--- src/rtl/mips_regfile.sv ---
// 32 x 32 general-purpose register file for the multi-cycle MIPS core: one write port, two combinational read ports.
// Optional macro REGFILE_WR_BYPASS_EN adds same-cycle write-through forwarding to both read ports.
module mips_regfile #(
  parameter int                 DATA_W  = 32,
  parameter int                 ADDR_W  = 5,
  parameter logic [DATA_W-1:0]  SP_INIT = 32'h80120000,
  parameter logic [DATA_W-1:0]  RA_INIT = 32'h00000000
) (
  input  logic              clk,
  input  logic              reset,
  input  logic [ADDR_W-1:0] wr_num,
  input  logic [DATA_W-1:0] wr_data,
  input  logic              wr_en,
  input  logic [ADDR_W-1:0] rd0_num,
  output logic [DATA_W-1:0] rd0_data,
  input  logic [ADDR_W-1:0] rd1_num,
  output logic [DATA_W-1:0] rd1_data
);

  localparam int NREGS  = 2 ** ADDR_W;
  localparam int SP_IDX = 29;
  localparam int RA_IDX = 31;

  logic [DATA_W-1:0] regs_q [NREGS];
  logic [DATA_W-1:0] regs_d [NREGS];
  logic              wr_live;

  function automatic logic [DATA_W-1:0] reset_value(input int idx);
    if (idx == SP_IDX)      return SP_INIT;
    else if (idx == RA_IDX) return RA_INIT;
    else                    return '0;
  endfunction

  // R0 is never written, so its reset value of zero persists forever.
  assign wr_live = wr_en && (wr_num != '0);

  always_comb begin
    regs_d = regs_q;
    if (wr_live) regs_d[wr_num] = wr_data;
  end

  always_ff @(posedge clk or posedge reset) begin
    if (reset) begin
      for (int i = 0; i < NREGS; i++) regs_q[i] <= reset_value(i);
    end else begin
      regs_q <= regs_d;
    end
  end

  function automatic logic [DATA_W-1:0] read_port(input logic [ADDR_W-1:0] num);
    logic [DATA_W-1:0] val;
    val = (num == '0) ? '0 : regs_q[num];
`ifdef REGFILE_WR_BYPASS_EN
    // Forward the in-flight write so the operand is valid in the write cycle.
    if (!reset && wr_live && (num == wr_num)) val = wr_data;
`endif
    return val;
  endfunction

  always_comb begin
    rd0_data = read_port(rd0_num);
    rd1_data = read_port(rd1_num);
  end

endmodule

--- config.mk ---
export PLATFORM = sky130hd
export DESIGN_NAME = mips_regfile
export DESIGN_NICKNAME = d
export VERILOG_FILES = /design/src/rtl/mips_regfile.sv
export SDC_FILE = /design/constraint.sdc
export NUM_CORES = 2
export LEC_CHECK = 0
export BUFFER_PORTS_ARGS = -buffer_cell sky130_fd_sc_hd__buf_2
export CAP_MARGIN = 20
export CORE_MARGIN = 2
export CORE_UTILIZATION = 40
export DETAILED_ROUTE_END_ITERATION = 10
export SLEW_MARGIN = 40
export SYNTH_ARGS = -nofsm -noshare
export SYNTH_HDL_FRONTEND = slang
export SYNTH_SLANG_ARGS = --single-unit
--- constraint.sdc ---
create_clock -name clk -period 28.8 [get_ports clk]
set_input_delay 0 -clock clk [delete_from_list [all_inputs] [get_ports clk]]
set_output_delay 0 -clock clk [all_outputs]
set_load 0.01 [all_outputs]
======== Word level (Yosys, flattened, before mapping) ========
Index checks and enable logic that the tools add are counted.
storage, ports and cells
  register bits ........................... 1024
  input bits .............................. 50
  output and inout bits ................... 64
  logic and storage cells ................. 55
operators by class
  magnitude comparators ................... 4
  mux-type cells .......................... 11
  bitwise gates (word level) .............. 3
  reduce and logical (&&, ||, !) cells .... 5
operator list
  cell                                                 number
  bitwise mux 1024 bit                                 1
  binary-select mux 32 bit (select 5 bit)              2
  2-to-1 mux 32 bit                                    7
  demux 32 bit (select 5 bit)                          1
  >= comparator 6 bit (second input constant)          3
  NOT 5 -> 6 bit                                       3
  zero test 5 bit                                      2
  < comparator 6 x 1 -> 1 bit (second input constant)  1
  nonzero test 5 bit                                   1
  logical AND 1 bit                                    2

======== Logic depth before layout (Yosys ltp) ========
  depth after elaboration ................. 6
  gate-level depth with buffers ........... 9
  gate-level depth less buffers ........... 4

======== Worst setup path before layout ========
OpenSTA, ideal clock, no wires.
  path type ............................... input port to output port
  from .................................... in rd0_num[1]
  to ...................................... out rd0_data[13]
  arrival ................................. 1.610 ns
  data required time ...................... 28.800 ns
  slack ................................... 27.190 ns
  stages .................................. 7
  buffers on the path ..................... 3
  cell sequence ........................... buf_2 > nor2b_1 > clkbuf_2 > clkbuf_1 > a22oi_1 > o211a_1 > a2111oi_0
between the ends
  word-level cells in the longest chain between the ends .. 5
  elaborated cells on any way between the ends .. 6
  classes of those cells .................. mux: 4; bitwise: 1; reduce/logical: 1
ends and longest elaborated chain
  what                                                  RTL line  text
  start, declared                                       14        input logic [ADDR_W-1:0] rd0_num,
  NOT 5 -> 6 bit (implied by the code)                  52        val = (num == '0) ? '0 : regs_q[num];
  binary-select mux 32 bit (select 5 bit)               52
  2-to-1 mux 32 bit (implied by the code) (2 in a row)  52
  2-to-1 mux 32 bit (*)                                 52
  end, declared                                         15        output logic [DATA_W-1:0] rd0_data,
Mark *: on every way between the ends. The rest lies on a longest branch, timed or not. The select of a mux whose other input is x is not followed.

======== Worst setup path in the final report ========
  from .................................... in rd0_num[0]
  to ...................................... out rd0_data[1]
The elaborated chain is that of the path after synthesis.

==> metrics.cfg <==
[outcome]
status=finished, final reports clean

[routing]
antenna_left=0
routed_via_density=6.413
avgRoutedWirePerCell_um=33.54
drt_iter0_markers=3344
dr.pass1.iters=5
wirelength_mm=184.3
num_vias=35230
drc=0

[global_routing]
met3_usage_pct=4.997
grt_max_degree=120
top_usage_layer=met2
grtUsageTotal_pct=26.28
grt_pass1_wl_mm=267.2
met1_usage_pct=37.15
grt_pass1_vias=35470
use_met2_pct=40.82
overflow=0
antenna_found_initial=11

[synthesis]
syn_inst=3692
synth_warnings=0
synth_area_um2=54720
synth_edf_count=0
synth_flop_cell=dfrtp_1
synth-seq-cells=1024
ys_types=49
async_flop_share_pct=100.0
ys_seq_area_share_pct=46.83
syn_nets=3742
synth.avg_cell_area_um2=14.82

[timing]
clock.fmax_mhz=235.2
fin_skew_ps=0
fin_setup_tns_ps=0
rsz0062_at_grt=false
fin_ws_ps=24550
maxSlewViolCount=0
setup_violations=0
period_share_pct=14.76
max_slew_margin_pct=38.95
worst_pin_slew_ps=915.8
fin_crit_ps=4251
finalHoldViolCount=0

[cells_and_area]
fin_area_um2=60750
final_common_cell=mux2_2
mostFrequentLayoutCells=mux2_2, dfrtp_1, mux4_2, mux2i_1, buf_2
reg.largest.list=regs_q x1024
nets=3670
drive_gt1_share_pct=50.90
syn_to_final_growth_pct=11.01
largest_register_ffs=1024
top_register=regs_q

[floorplanning]
die_area_um2=139800
num_rows=135
fp.dieW_um=373.9
die_h_um=373.9
coreArea_um2=135600
initial_core_util_pct=40.34
ios=114

[setup_path]
worstSetupPathType=in2out
worstPathRequired_ps=28800
r2r-start=regs_q[819]$_DFFE_PP0P_
worst-path-max-fanout=47
rr_worst_depth=1
r2r_slack_ps=27980
worstReg2RegEnd=regs_q[819]$_DFFE_PP0P_
worstSetupStartpointType=input pin
endpoint_kind=primary output
crit_arrival_ps=4250

[power]
swShare_pct=27.80
clockPowerShare_pct=33.4
internal_power_w=0.003007
power_density_nw_per_um2=68.56
switchingPower_w=0.001158
comb_power_share_pct=20.4
ir_worst_vdd_mv=0.04852
p_leak_nw=26.16
seq_power_share_pct=46.1

[placement]
dpl.hpwl_mm=99.59
place_ws_ps=24120
gp_congestion=0.7735
place_area_um2=56890
port_buffers=113

[worst_hold_path]
hold_start=wr_num[1]
hold_path_class=in2reg
min_path_cells=4
min_to=regs_q[638]$_DFFE_PP0P_

[run]
cap_viol_max_count=0

[clocking]
cts_sinks=1024
htree_levels=3
clock_latency_ps=720
cts-root-buf=clkbuf_16
cts_buffers=105
cts_tree=built
cts_resized=0
cts.clk_slew.worst_paths_ps=60
clockBufferDepth=3

## synth_stat cells, types with 2 or more instances
cell,number,share of area (%)
a22oi_1,77,1.1
o22ai_1,40,0.46
or3b_2,2,0.032
and2_1,19,0.22
a2111oi_1,3,0.055
buf_4,24,0.33
nor2_1,21,0.14
nand3_1,12,0.11
o32ai_1,16,0.26
clkbuf_4,2,0.027
dfrtp_1,1021,47
buf_12,5,0.18
mux4_2,397,16
nor2b_1,42,0.48
nor3b_1,4,0.055
mux2_2,1037,21
clkbuf_1,229,1.6
and3_1,2,0.023
dfstp_2,3,0.14
inv_1,2,0.014
buf_8,4,0.11
a31oi_1,4,0.046
buf_6,34,0.70
nand3b_1,6,0.082
or2_2,2,0.023
a311oi_1,8,0.13
buf_1,49,0.34
nor4_1,16,0.18
o211a_1,2,0.037
a21oi_1,43,0.39
a2111oi_0,29,0.46
a22o_1,42,0.67
mux2i_1,271,5.0
o221ai_1,21,0.34
nand2_1,41,0.28
buf_2,79,0.72
nor3_1,33,0.30
a221oi_1,3,0.048
a211oi_1,37,0.51
## critical path, cell delays in order
cell       delay (ps)
buf_8             350
buf_6             620
buf_6             620
buf_4             650
mux4_2            580
a22o_1            240
a2111oi_0         630
nor3_1            260
buf_2             210
## stage by stage
stage / total power [W] / instances / util, % / hold slack [ps]
2_1_floorplan: 0.002543 / 3692 / - / 151.7
3_3_place_gp: 0.002754 / 5247 / 41.58 / 383.6
3_5_place_dp: 0.002783 / 5260 / 41.94 / 82.71
4_1_cts: 0.004177 / 5490 / 44.76 / 166.3
5_1_grt: 0.004338 / 5490 / 44.78 / 225.6
6_report: 0.004165 / 5493 / 44.79 / 211.1
## routing by layer
layer / vias up / routed length, um
met2: 1377 / 84200
met1: 19360 / 79800
met4: 12 / 6069
met5: - / 86
met3: 315 / 14100
li1: 14160 / -
## final cells by class
class / instances / area [um^2]
flip-flops and latches: 1024 / 25630
diodes: 3 / 7.507
fillers: 12020 / 74890
clock inverters: 34 / 319.1
clock buffers: 162 / 3163
well taps: 1781 / 2228
inverters: 3 / 15.01
multi-input cells: 2238 / 27400
repair buffers: 248 / 1984
## power groups by stage
stage	Clock [W]	Combinational, W	Sequential [W]
after detailed placement	0	0.000846	0.00194
final	0.00139	0.000851	0.00192
after CTS	0.00141	0.000853	0.00191
after floorplan	0	0.000672	0.00187
after global routing	0.00147	0.000912	0.00195
after global placement	0	0.000823	0.00193
## worst max-delay path by stage
stage,from,endpoint
floorplan,reset,regs_q[0]$_DFFE_PP0P_
global route,rd0_num[0],rd0_data[1]
finish,rd0_num[0],rd0_data[1]
CTS,rd0_num[0],rd0_data[1]
global placement,rd0_num[0],rd0_data[1]
detailed placement,rd0_num[0],rd0_data[1]
## what timing repair did
| action | 4_1_cts | 5_1_grt |
|---|---|---|
| hold buffers | 34 | 0 |
| setup buffers | 0 | 0 |
| endpoints found under the hold margin | 1286 | 0 |
## cell families (layout without fill, tap and decap cells)
logic type / Yosys count / after routing / synth area share (%)
AO/OA/AOI/OAI: 326 / 326 / 4.466
buffers and inverters: 430 / 447 / 4.008
flip-flops: 1024 / 1024 / 46.83
multiplexers: 1705 / 1705 / 42.64
other: 0 / 3 / 0
AND/OR/NAND/NOR: 207 / 207 / 2.056
(Power assumes the default switching activity.)
